<file path="config.mk">
export PLATFORM = sky130hd
export DESIGN_NAME = adder_vector_source_flat
export DESIGN_NICKNAME = d
export VERILOG_FILES = /design/src/rtl/adder_vector_pkg.sv /design/src/rtl/adder_vector_source_if.sv /design/src/rtl/lfsr64_step2.sv /design/src/rtl/adder_vector_source.sv /design/src/flat_wrapper.sv
export SDC_FILE = /design/constraint.sdc
export NUM_CORES = 1
export LEC_CHECK = 0
export BUFFER_PORTS_ARGS = -buffer_cell sky130_fd_sc_hd__buf_4
export CAP_MARGIN = 25
export CORE_MARGIN = 3
export CORE_UTILIZATION = 45
export CTS_CLUSTER_DIAMETER = 120
export DETAILED_ROUTE_END_ITERATION = 12
export PLACE_DENSITY = 0.76
export SYNTH_ARGS = -nofsm -noshare
export SYNTH_HDL_FRONTEND = slang
export SYNTH_SLANG_ARGS = --single-unit
</file>
<file path="constraint.sdc">
create_clock -name clk -period 3.25 [get_ports clk]
set_clock_uncertainty 0.05 [all_clocks]
set_input_delay 0 -clock clk [delete_from_list [all_inputs] [get_ports clk]]
set_output_delay 0 -clock clk [all_outputs]
set_load 0.1 [all_outputs]
</file>
<file path="src/rtl/adder_vector_pkg.sv">
// Shared types and constants for the adder operand vector source.
// corner_vec() builds the fixed corner-case operand table for any width.
package adder_vector_pkg;

    typedef enum logic [2:0] {
        S_IDLE,
        S_CORNER,
        S_WALK,
        S_RANDOM,
        S_DONE
    } state_e;

    localparam logic [1:0] PH_CORNER = 2'd0;
    localparam logic [1:0] PH_WALK   = 2'd1;
    localparam logic [1:0] PH_RANDOM = 2'd2;
    localparam logic [1:0] PH_IDLE   = 2'd3;

    localparam int CORNER_COUNT = 8;

    // Fibonacci taps 64,63,61,60 as a bit mask over state[63:0]
    localparam logic [63:0] LFSR_TAPS = 64'hD800_0000_0000_0000;

    // Returns {cin, a[63:0], b[63:0]}, operands masked to n bits
    function automatic logic [128:0] corner_vec(input logic [2:0] k,
                                                input int n);
        logic [63:0]  ones;
        logic [63:0]  alt5;
        logic [63:0]  alta;
        logic [63:0]  msb;
        logic [128:0] v;
        ones = 64'hFFFF_FFFF_FFFF_FFFF >> (64 - n);
        alt5 = 64'h5555_5555_5555_5555 & ones;
        alta = 64'hAAAA_AAAA_AAAA_AAAA & ones;
        msb  = 64'd1 << (n - 1);
        v    = '0;
        unique case (k)
            3'd0: v = {1'b0, 64'd0, 64'd0};
            3'd1: v = {1'b1, 64'd0, 64'd0};
            3'd2: v = {1'b1, ones, 64'd0};
            3'd3: v = {1'b0, ones, ones};
            3'd4: v = {1'b1, ones, ones};
            3'd5: v = {1'b1, alt5, alta};
            3'd6: v = {1'b0, msb, msb};
            3'd7: v = {1'b0, ones, 64'd1};
        endcase
        return v;
    endfunction

endpackage

</file>
<file path="src/rtl/adder_vector_source_if.sv">
// Valid/ready operand bundle between the vector source and the adder pair.
// The source drives the vector; the consumer drives ready.
interface adder_vector_source_if #(
    parameter int N = 64
) ();
    logic         valid;
    logic         ready;
    logic         cin;
    logic [N-1:0] a;
    logic [N-1:0] b;

    modport master (
        output valid,
        output cin,
        output a,
        output b,
        input  ready
    );

    modport slave (
        input  valid,
        input  cin,
        input  a,
        input  b,
        output ready
    );
endinterface

</file>
<file path="src/rtl/lfsr64_step2.sv">
// Combinational two-step advance of the 64-bit Fibonacci LFSR.
// step1_o feeds operand a, step2_o feeds operand b and the carry-in.
module lfsr64_step2
    import adder_vector_pkg::*;
(
    input  logic [63:0] state_i,
    output logic [63:0] step1_o,
    output logic [63:0] step2_o,
    output logic [63:0] next_o
);
    always_comb begin
        step1_o = {state_i[62:0], ^(state_i & LFSR_TAPS)};
        step2_o = {step1_o[62:0], ^(step1_o & LFSR_TAPS)};
        next_o  = step2_o;
    end
endmodule

</file>
<file path="src/rtl/adder_vector_source.sv">
// Stimulus source for adder DUVs: corner cases, carry-chain walk,
// then LFSR random operands, streamed over a valid/ready handshake.
module adder_vector_source
    import adder_vector_pkg::*;
#(
    parameter int          N          = 64,
    parameter int          NUM_RANDOM = 30000,
    parameter logic [63:0] SEED       = 64'h0123_4567_89AB_CDEF
) (
    input  logic                  clk,
    input  logic                  rst,
    input  logic                  start,
    adder_vector_source_if.master vec,
    output logic [1:0]            phase,
    output logic [31:0]           vec_idx,
    output logic                  done
);
    localparam logic [63:0] SEED_EFF    = (SEED == 64'd0) ? 64'd1 : SEED;
    localparam logic [31:0] CORNER_LAST = 32'(CORNER_COUNT - 1);
    localparam logic [31:0] WALK_LAST   = 32'(N);
    localparam logic [31:0] RAND_LAST   = 32'(NUM_RANDOM - 1);

    state_e       state_q, state_d;
    logic [31:0]  k_q, k_d;
    logic [31:0]  idx_q, idx_d;
    logic         valid_q, valid_d;
    logic         done_q, done_d;
    logic         cin_q, cin_d;
    logic [N-1:0] a_q, a_d;
    logic [N-1:0] b_q, b_d;
    logic [63:0]  lfsr_q, lfsr_d;

    logic [63:0]  s1, s2, s_next;
    logic [2:0]   cidx;
    logic [128:0] cv;
    logic         xfer;
    logic         unused_bits;

    lfsr64_step2 u_step (
        .state_i (lfsr_q),
        .step1_o (s1),
        .step2_o (s2),
        .next_o  (s_next)
    );

    // Outside CORNER the table lookup serves the start load (entry 0)
    assign cidx = (state_q == S_CORNER) ? (k_q[2:0] + 3'd1) : 3'd0;
    assign cv   = corner_vec(cidx, N);
    assign xfer = valid_q & vec.ready;

    assign unused_bits = ^{cv, s1};

    always_comb begin
        state_d = state_q;
        k_d     = k_q;
        idx_d   = idx_q;
        valid_d = valid_q;
        done_d  = done_q;
        cin_d   = cin_q;
        a_d     = a_q;
        b_d     = b_q;
        lfsr_d  = lfsr_q;
        case (state_q)
            S_IDLE, S_DONE: begin
                if (start) begin
                    state_d = S_CORNER;
                    k_d     = '0;
                    idx_d   = '0;
                    valid_d = 1'b1;
                    done_d  = 1'b0;
                    cin_d   = cv[128];
                    a_d     = cv[64 +: N];
                    b_d     = cv[0 +: N];
                    lfsr_d  = SEED_EFF;
                end
            end
            S_CORNER: begin
                if (xfer) begin
                    idx_d = idx_q + 32'd1;
                    if (k_q == CORNER_LAST) begin
                        state_d = S_WALK;
                        k_d     = '0;
                        cin_d   = 1'b0;
                        a_d     = '0;
                        b_d     = N'(1);
                    end else begin
                        k_d   = k_q + 32'd1;
                        cin_d = cv[128];
                        a_d   = cv[64 +: N];
                        b_d   = cv[0 +: N];
                    end
                end
            end
            S_WALK: begin
                if (xfer) begin
                    idx_d = idx_q + 32'd1;
                    if (k_q == WALK_LAST) begin
                        k_d = '0;
                        if (NUM_RANDOM == 0) begin
                            state_d = S_DONE;
                            valid_d = 1'b0;
                            done_d  = 1'b1;
                        end else begin
                            state_d = S_RANDOM;
                            cin_d   = s2[63];
                            a_d     = s1[N-1:0];
                            b_d     = s2[N-1:0];
                            lfsr_d  = s_next;
                        end
                    end else begin
                        // Each step lengthens the carry ripple by one bit
                        k_d = k_q + 32'd1;
                        a_d = {a_q[N-2:0], 1'b1};
                    end
                end
            end
            S_RANDOM: begin
                if (xfer) begin
                    idx_d = idx_q + 32'd1;
                    if (k_q == RAND_LAST) begin
                        state_d = S_DONE;
                        valid_d = 1'b0;
                        done_d  = 1'b1;
                    end else begin
                        k_d    = k_q + 32'd1;
                        cin_d  = s2[63];
                        a_d    = s1[N-1:0];
                        b_d    = s2[N-1:0];
                        lfsr_d = s_next;
                    end
                end
            end
            default: ;
        endcase
    end

    always_ff @(posedge clk) begin
        if (rst) begin
            state_q <= S_IDLE;
            k_q     <= '0;
            idx_q   <= '0;
            valid_q <= 1'b0;
            done_q  <= 1'b0;
            cin_q   <= 1'b0;
            a_q     <= '0;
            b_q     <= '0;
            lfsr_q  <= SEED_EFF;
        end else begin
            state_q <= state_d;
            k_q     <= k_d;
            idx_q   <= idx_d;
            valid_q <= valid_d;
            done_q  <= done_d;
            cin_q   <= cin_d;
            a_q     <= a_d;
            b_q     <= b_d;
            lfsr_q  <= lfsr_d;
        end
    end

    always_comb begin
        phase = PH_IDLE;
        case (state_q)
            S_CORNER: phase = PH_CORNER;
            S_WALK:   phase = PH_WALK;
            S_RANDOM: phase = PH_RANDOM;
            default:  phase = PH_IDLE;
        endcase
    end

    assign vec.valid = valid_q;
    assign vec.cin   = cin_q;
    assign vec.a     = a_q;
    assign vec.b     = b_q;
    assign vec_idx   = idx_q;
    assign done      = done_q;
endmodule

</file>
<file path="src/flat_wrapper.sv">
// flat-port wrapper written by rule: the top's interface ports become plain ports
module adder_vector_source_flat import adder_vector_pkg::*;
#(
    parameter int          N          = 64,
    parameter int          NUM_RANDOM = 30000,
    parameter logic [63:0] SEED       = 64'h0123_4567_89AB_CDEF
)
  (clk, rst, start, phase, vec_idx, done, vec_valid, vec_cin, vec_a, vec_b, vec_ready);
  adder_vector_source_if #(.N(N)) vec_i ();
  input  logic clk;
  input  logic rst;
  input  logic start;
  output logic [1:0] phase;
  output logic [31:0] vec_idx;
  output logic done;
  output wire logic [$bits(vec_i.valid)-1:0] vec_valid;
  output wire logic [$bits(vec_i.cin)-1:0] vec_cin;
  output wire logic [$bits(vec_i.a)-1:0] vec_a;
  output wire logic [$bits(vec_i.b)-1:0] vec_b;
  input wire logic [$bits(vec_i.ready)-1:0] vec_ready;
  assign vec_valid = vec_i.valid;
  assign vec_cin = vec_i.cin;
  assign vec_a = vec_i.a;
  assign vec_b = vec_i.b;
  assign vec_i.ready = vec_ready;
  adder_vector_source #(.N(N), .NUM_RANDOM(NUM_RANDOM), .SEED(SEED)) u_core (.clk(clk), .rst(rst), .start(start), .vec(vec_i), .phase(phase), .vec_idx(vec_idx), .done(done));
endmodule
</file>
[Word-level counts from Yosys, hierarchy flattened]
Memory sizes are Yosys's and may differ from the RTL's.
Cells that the tools add are included.
Word-level totals
  bits in registers: 262
  ROM bits: 1032
  bits of input ports: 4
  output and inout bits: 165
  logic and storage cells: 99
  memories kept: 1
Cells by class
  add/sub/neg operators: 3
  equal/unequal tests: 16
  mux-type cells: 54
  bitwise logic cells: 1
  reductions and logical operators: 15
Memories
  (no name shown): depth 8, bits a word 129, rd ports 1, clocked after memory_dff 0, wr ports 0, line adder_vector_pkg.sv:36  | unique case (k)
Operators by type and width (number)
  two-way mux 64 bit: 15
  one-hot mux 64 bit (4 select lines): 2
  two-way mux 32 bit: 8
  one-hot mux 64 bit (3 select lines): 1
  one-hot mux 32 bit (4 select lines): 1
  parity 64 bit: 2
  adder 32 x 1 -> 32 bit (second input constant): 2
  one-hot mux 32 bit (2 select lines): 1
  equality test 32 x 15 -> 1 bit (second input constant): 1
  equality test 32 x 3 -> 1 bit (second input constant): 1
  equality test 32 x 7 -> 1 bit (second input constant): 1
  two-way mux 3 bit: 8
  two-way mux 1 bit: 13
  != test 2 x 1 -> 1 bit (second input constant): 6
  one-hot mux 3 bit (4 select lines): 1
  AND reduction 6 bit: 2
  AND reduction 8 bit: 1
  AND reduction 7 bit: 1
  equality test 3 x 2 -> 1 bit (second input constant): 2
  != test 2 bit (second input constant): 3
  one-hot mux 2 bit (3 select lines): 1
  one-hot mux 1 bit (2 select lines): 2
  one-hot mux 1 bit (4 select lines): 1
  AND reduction 4 bit: 1
  other kinds (11): 12

[Depth between registers and ports, before layout]
Gate-level depths: netlist of the first run.
An unclocked memory read counts as a cell.
  depth after elaboration: 6
  mapped depth: 11
  gate-level depth less buffers: 10

[By module]
Synthesis of the first run repeated with hierarchy kept, for this count alone.
Unflattened totals
  cells, all modules: 1450
  area, all modules: 13017.5 sq um
By module, submodules not included
  adder_vector_source: times used 1, cells each 1255, area an instance 11547.3 sq um
  lfsr64_step2: times used 1, cells each 195, area an instance 1470.2 sq um

[Worst setup path before layout of the first run]
OpenSTA, ideal clock, no wires.
  kind: register -> register
  start: reg u_core.idx_q[10], in the netlist u_core.vec_idx[10]
  end: reg u_core.idx_q[30], in the netlist u_core.vec_idx[30]
  setup time: 0.123 ns
  arrival time: 2.593 ns
  required time: 3.077 ns
  path slack: 0.484 ns
  cell stages (with the launch flop): 8
  clock period less this slack: 2.766 ns
  path through: dfxtp_1 -> and4_1 -> clkbuf_1 -> and3_1 -> and4_1 -> nand4_1 -> and3_1 -> or2_2
Between the ends
  cells in the longest elaborated chain, start to end: 3
Ends and longest elaborated chain
  start: declaration: line adder_vector_source.sv:25  | logic [31:0] idx_q, idx_d;
  start signal: assignment: line adder_vector_source.sv:151  | idx_q <= idx_d;
  adder 32 x 1 -> 32 bit: line adder_vector_source.sv:79, adder_vector_source.sv:96, adder_vector_source.sv:119
  two-way mux 32 bit: line adder_vector_source.sv:78, adder_vector_source.sv:95, adder_vector_source.sv:118
  one-hot mux 32 bit (2 select lines): line adder_vector_source.sv:63  | case (state_q)
No other way between the ends. The select of a mux whose other input is x is not followed.
A chain may end at the register's enable or synchronous reset.

[Worst setup path in the final report of the first run]
  start: reg u_core.state_q[2]
  end: reg u_core.b_q[11], in the netlist u_core.vec.b[11]
Between the ends
  cells in the longest elaborated chain, start to end: 6
  elaborated cells on any way between the ends: 20
Ends and longest elaborated chain
  start: declaration: line adder_vector_source.sv:23  | state_e state_q, state_d;
  start signal: assignment: line adder_vector_source.sv:149  | state_q <= state_d;
  equality test 3 x 1 -> 1 bit: line adder_vector_source.sv:47, adder_vector_source.sv:63
  two-way mux 3 bit: line adder_vector_source.sv:47  | assign cidx = (state_q == S_CORNER) ? (k_q[2:0] + 3'd1) : 3'd0;
  memory read (8 x 129 bit)
  two-way mux 64 bit: line adder_vector_source.sv:80  | if (k_q == CORNER_LAST) begin
  two-way mux 64 bit: line adder_vector_source.sv:78  | if (xfer) begin
  one-hot mux 64 bit (4 select lines): line adder_vector_source.sv:63
  end signal: assignment: line adder_vector_source.sv:146  | b_q <= '0;
  end signal: assignment: line adder_vector_source.sv:156  | b_q <= b_d;
  end: declaration: line adder_vector_source.sv:30  | logic [N-1:0] b_q, b_d;
Parallel ways exist; a longest one is shown, timed or not. The select of a mux whose other input is x is not followed.

==> flow_summary_export.csv, run 1 <==
group,metric,value,unit
final_layout,diodes,0,
timing,timing.hold.ws,18.0,ps
detailed_routing,drc,0,
critical_path,worstPathMaxFanout,68,
flow_run,maxCapViolations,0,
timing,tns,0,ps
logic_synthesis,ys_seq_area_frac,0.437,
critical_path,r2r-start,"u_core.state_q[2]",
clock_network,clkTransAtPathRegs,70,ps
detailed_routing,first_iter_violations,1292,
clock_network,root_buffer,"clkbuf_16",
clock_network,cts_buffers,27,
logic_synthesis,ys.flop_type,"dfxtp_1",
logic_synthesis,netlist_instances,1474,
detailed_routing,routed_via_density,6.04,
critical_path,reg2reg_depth,6,
clock_network,post_cts_buffers,0,
power_and_ir_drop,irDropWorstVdd,660,µV
placed_design,post-place-ws,353,ps
clock_network,cts.sinks,262,
power_and_ir_drop,power_density,1080,mW/mm²
die,num_io_pins,169,
final_layout,drive_gt1_frac,0.191,
global_routing,antenna_found_initial,3,
timing,max_slew_margin,0.418,
logic_synthesis,netlist.area_leader.share,0.437,
clock_network,cts_buffer_depth,3,
run_status,status,"complete, no violations",
critical_path,worstSetupEndpoint,"u_core.vec.b[11]",
critical_path,rr_endpoint,"u_core.vec.b[11]",
placed_design,hpwl,23900,µm
critical_path,path_class,"reg -> reg",
clock_network,htree_levels,1,
timing,report.final.hold_viol_count,0,
global_routing,grt_overflow,0,
timing,fin_ws,295,ps
timing,setup_viol,0,
placed_design,gp_congestion,0.900,
die,core,0.0261,mm²
critical_path,crit_start,"u_core.state_q[2]",
global_routing,grt_pass1_wl,57300,µm
global_routing,first_global_vias,10400,
logic_synthesis,synth-seq-cells,262,
min_path,hold_path_class,"in -> reg",
timing,worst_pin_slew,872,ps
final_layout,final_common_cell,"dfxtp_1",
critical_path,worstPathArrival,3330,ps
final_layout,seqCellArea,0.00525,mm²
detailed_routing,wl_per_cell,18.9,µm
logic_synthesis,async_reset_ff_frac,0,
final_layout,fill_cells,2419,
timing,post-route-min-period,2950,ps
final_layout,final_nets,1577,
die,dieArea,0.0286,mm²
critical_path,critPathCaptureType,"flip-flop",
detailed_routing,dr.pass1.iters,6,
logic_synthesis,synth_top_cell_by_area,"dfxtp_1",
critical_path,cp-start-kind,"flip-flop",
die,rows,59,
final_layout,multi_input_area,0.00617,mm²
logic_synthesis,synth.distinct_cells,69,
die,die_y,169,µm
timing,slew_viol_final,0,
global_routing,grt_usage,0.240,
final_layout,area_growth,19.6,%
logic_synthesis,syn_area,0.0120,mm²
clock_network,cts_tree,"yes",
logic_synthesis,netlist_top_cells_area,"dfxtp_1, nor2_1, nand2_1",
logic_synthesis,ys_warn_count,0,
timing,rsz0062_at_grt,"no",
logic_synthesis,synth_edf_count,0,
clock_network,clkLatencyLatePin,530,ps
logic_synthesis,syn-num-nets,1485,
detailed_routing,num_vias,11600,
detailed_routing,totalWireLength,36200,µm
timing,fmax,338,MHz
final_layout,mostFrequentLayoutCells,"dfxtp_1, nor2_1, buf_4",
placed_design,portBuffers,168,
critical_path,r2r_slack,300,ps
critical_path,cp.required,3620,ps
global_routing,grt_max_degree,116,
logic_synthesis,synth_area_per_cell,8.14,µm²
die,die_w,169,µm
die,start_util,0.459,
power_and_ir_drop,p_leak,5.11,nW
timing,fin_crit_sh,0.909,
detailed_routing,ant_nets,0,
## per-layer routing
metal,share of wire,up-vias,global-route usage
met2,0.43,521,0.358
met5,0.0013,-,0
met1,0.44,5490,0.349
met4,0.029,6,0.0729
li1,-,5491,-
met3,0.092,72,0.0487
## Yosys cell counts (3+ instances only)
library cell,number
dfxtp_1,262
nor2_1,232
nand2_1,160
clkbuf_1,103
a21oi_1,97
nand3_1,77
a211oi_1,62
nor3_1,58
a31oi_1,54
and3_1,37
a311oi_1,33
a211oi_2,30
o21ai_0,26
nand4_1,24
xnor2_1,23
buf_2,22
xor2_1,22
and4_1,12
or3_1,11
inv_1,9
nor4_1,8
ha_1,7
or4_1,7
and2_1,6
a2111oi_0,5
buf_1,5
buf_6,5
a211o_1,4
buf_4,4
nand2b_1,4
nor4_2,4
o31ai_1,4
a21o_1,3
a22oi_1,3
mux2_2,3
nand3b_1,3
o211ai_1,3
o21ai_1,3
## power breakdown
part | total, W | switching (W) | internal (W)
sequential | 0.00435 | 0.000526 | 0.00382
clock | 0.00294 | 0.00128 | 0.00165
combinational | 0.00824 | 0.00655 | 0.00170
total | 0.0155 | 0.00836 | 0.00717
## cells by family (layout without fill, tap and decap cells)
logic type,after synthesis,after routing,synth area share
simple gates,661,661,0.259
compound gates,347,347,0.206
flops,262,262,0.437
buf+inv,148,257,0.0530
xor+xnor,45,45,0.0329
fa+ha+maj,7,7,0.00730
mux,4,4,0.00365
## layout make-up
| cell class | count | share of cell area |
|---|---|---|
| Timing Repair Buffer | 202 | 0.114 |
| Clock buffer | 37 | 0.0539 |
| Tap cell | 335 | 0.0292 |
| Sequential cell | 262 | 0.366 |
| Clock inverter | 9 | 0.00375 |
| Inverter | 9 | 0.00236 |
| Multi-Input combinational cell | 1064 | 0.431 |
## worst max-delay path, stage by stage (launching register included)
cell      delay [ps]
dfxtp_1          520
inv_1            340
and3_1           520
a221oi_4         370
buf_4            610
nor2_1            80
a311oi_1         300
## per-stage QoR
stage | cells | total power [W] | utilization | area (µm²)
finish | 1918 | 0.0155 | 0.549 | 14300
detailed placement | 1871 | 0.0126 | 0.517 | 13500
CTS | 1918 | 0.0155 | 0.549 | 14300
floorplan | 1474 | 0.0106 | - | 12000
global placement | 1871 | 0.0125 | 0.517 | 13500
global route | 1918 | 0.0161 | 0.549 | 14300
## sequential cells by signal, summed over array words and instances, names as in the netlist
register          cells
u_core.vec.valid      1
u_core.k_q           32
u_core.vec.cin        1
u_core.done           1
u_core.state_q        3
u_core.vec.a         64
u_core.vec.b         64
u_core.lfsr_q        64
u_core.vec_idx       32
## repair_timing
item / CTS / global route
resized for setup: 0 / 1
setup endpoints to repair: 0 / 5
endpoints found under the hold margin: 1 / 0
hold buffers: 1 / 0
## worst min-delay path by stage
stage	cells past startpoint	endpoint	slack, ps	startpoint
4_1_cts	4	u_core.vec.valid	2	start
3_3_place_gp	2	u_core.lfsr_q[41]	380	u_core.lfsr_q[41]
5_1_grt	4	u_core.vec.valid	60	start
3_5_place_dp	2	u_core.lfsr_q[39]	390	u_core.lfsr_q[39]
6_report	4	u_core.vec.valid	20	start
2_1_floorplan	2	u_core.k_q[26]	190	rst
No activity file was read; power rests on OpenSTA's default activity.
==> run 2, diff against run 1 <==
--- a/config.mk
+++ b/config.mk
@@ -11,6 +11,7 @@
 export CORE_UTILIZATION = 45
 export CTS_CLUSTER_DIAMETER = 120
 export DETAILED_ROUTE_END_ITERATION = 12
+export MAX_ROUTING_LAYER = met4
 export PLACE_DENSITY = 0.76
 export SYNTH_ARGS = -nofsm -noshare
 export SYNTH_HDL_FRONTEND = slang
==> flow_summary_export.csv, run 2 (synthesis gave the netlist of run 1 again) <==
group,metric,value,unit
critical_path,cpMostUsedCell,"nor2_1",
detailed_routing,dr.pass1.iters,7,
critical_path,critPathCaptureType,"flip-flop",
critical_path,rr_endpoint,"u_core.vec.a[25]",
timing,worst_pin_slew,860,ps
critical_path,cp_slowest_cell,"dfxtp_1",
clock_network,cts.sinks,262,
run_status,status,"complete, no violations",
final_layout,final_common_cell,"dfxtp_1",
detailed_routing,routed_via_density,6.03,
final_layout,mostFrequentLayoutCells,"dfxtp_1, nor2_1, buf_4",
final_layout,final_nets,1581,
timing,rsz0062_at_grt,"no",
detailed_routing,totalWireLength,36000,µm
global_routing,antenna_found_initial,0,
critical_path,worstPathMaxFanout,65,
die,die_w,169,µm
detailed_routing,drc,0,
die,core,0.0261,mm²
power_and_ir_drop,p_leak,5.17,nW
final_layout,final_cells,1921,
critical_path,reg2reg_depth,8,
global_routing,grt_overflow,0,
critical_path,path_class,"reg -> reg",
clock_network,htree_levels,1,
timing,max_slew_margin,0.427,
min_path,hold_path_class,"in -> reg",
final_layout,drive_gt1_frac,0.192,
die,num_io_pins,169,
placed_design,post-place-ws,232,ps
timing,slew_viol_final,0,
clock_network,post_cts_buffers,0,
timing,setup_viol,0,
clock_network,root_buffer,"clkbuf_16",
detailed_routing,first_iter_violations,1373,
timing,fin_crit_sh,0.901,
global_routing,grt_max_degree,123,
clock_network,cts_tree,"yes",
critical_path,worstPathArrival,3340,ps
power_and_ir_drop,power_density,1090,mW/mm²
global_routing,grt_pass1_wl,56600,µm
placed_design,dp.cells,1872,
global_routing,first_global_vias,10400,
final_layout,area_growth,20.4,%
detailed_routing,num_vias,11600,
min_path,worstHoldStart,"rst",
timing,post-route-min-period,2930,ps
placed_design,gp_congestion,0.900,
placed_design,portBuffers,168,
clock_network,cts_buffers,29,
timing,fin_ws,321,ps
die,start_util,0.459,
critical_path,r2r_slack,320,ps
flow_run,maxCapViolations,0,
clock_network,cts_buffer_depth,3,
die,die_y,169,µm
final_layout,fill_cells,2413,
placed_design,hpwl,24000,µm
global_routing,grt_usage,0.245,
critical_path,cp.required,3670,ps
critical_path,worst-path-buf-inv,2,
critical_path,cp-start-kind,"flip-flop",
timing,report.final.hold_viol_count,0,
final_layout,diodes,0,
min_path,holdPathEnd,"u_core.done",
power_and_ir_drop,irDropWorstVdd,728,µV
critical_path,cpPeakStageDelay,790,ps
clock_network,clkLatencyLatePin,570,ps
min_path,holdPathStages,2,
timing,fmax,341,MHz
die,dieArea,0.0286,mm²
die,rows,59,
critical_path,crit_family,"buffers and inverters",
detailed_routing,ant_nets,0,
detailed_routing,wl_per_cell,18.7,µm
critical_path,crit_chain,"nor2_1 > nor2_1 > a31oi_1 > buf_4 > a21oi_4 > buf_4 > nor2_1 > a211oi_1",
clock_network,clkTransAtPathRegs,70,ps
timing,tns,0,ps
critical_path,r2r-start,"u_core.state_q[1]",
[run 2: stage by stage]
stage	instance area [µm²]	util	total power, W	hold WS (ps)
final	14400	0.553	0.0158	1.86
after global routing	14400	0.553	0.0164	93.9
after CTS	14400	0.553	0.0158	44.6
after detailed placement	13500	0.516	0.0126	393
after global placement	13500	0.516	0.0125	384
after floorplan	12000	-	0.0106	192
[run 2: final cells by class]
type | instances | area, µm² | area share
inverters | 9 | 33.8 | 0.00234
multi-input cells | 1064 | 6170 | 0.428
flip-flops and latches | 262 | 5250 | 0.363
clock buffers | 38 | 810 | 0.0561
well taps | 335 | 419 | 0.0290
clock inverters | 9 | 116 | 0.00806
repair buffers | 204 | 1640 | 0.114
[run 2: worst max-delay path by stage]
stage                             startpoint                 end  slack (ps)  cells after the start
after floorplan           u_core.vec_idx[10]  u_core.vec_idx[30]         480                      7
after global placement     u_core.state_q[1]    u_core.vec.b[43]         320                      8
after detailed placement   u_core.state_q[1]    u_core.vec.b[45]         230                      8
after CTS                  u_core.state_q[1]    u_core.vec.b[45]         190                      8
after global routing       u_core.state_q[1]    u_core.vec.b[15]           4                      7
final                      u_core.state_q[1]    u_core.vec.a[25]         320                      8
[run 2: where the power goes]
part | switching, W | internal [W] | total [W]
registers | 0.000543 | 0.00382 | 0.00436
clock network | 0.00133 | 0.00190 | 0.00323
logic | 0.00652 | 0.00169 | 0.00821
[run 2: what timing repair did]
action                                  CTS  global route
hold buffers                              2             0
endpoints found under the hold margin     2             0
gates resized for setup                   0             1
endpoints found under the setup margin    0            15
[run 2: per-layer routing]
layer	part of all wire	global-route usage
met2	0.44	0.370
met4	0.023	0.0590
met5	0	-
met3	0.081	0.0436
met1	0.45	0.343
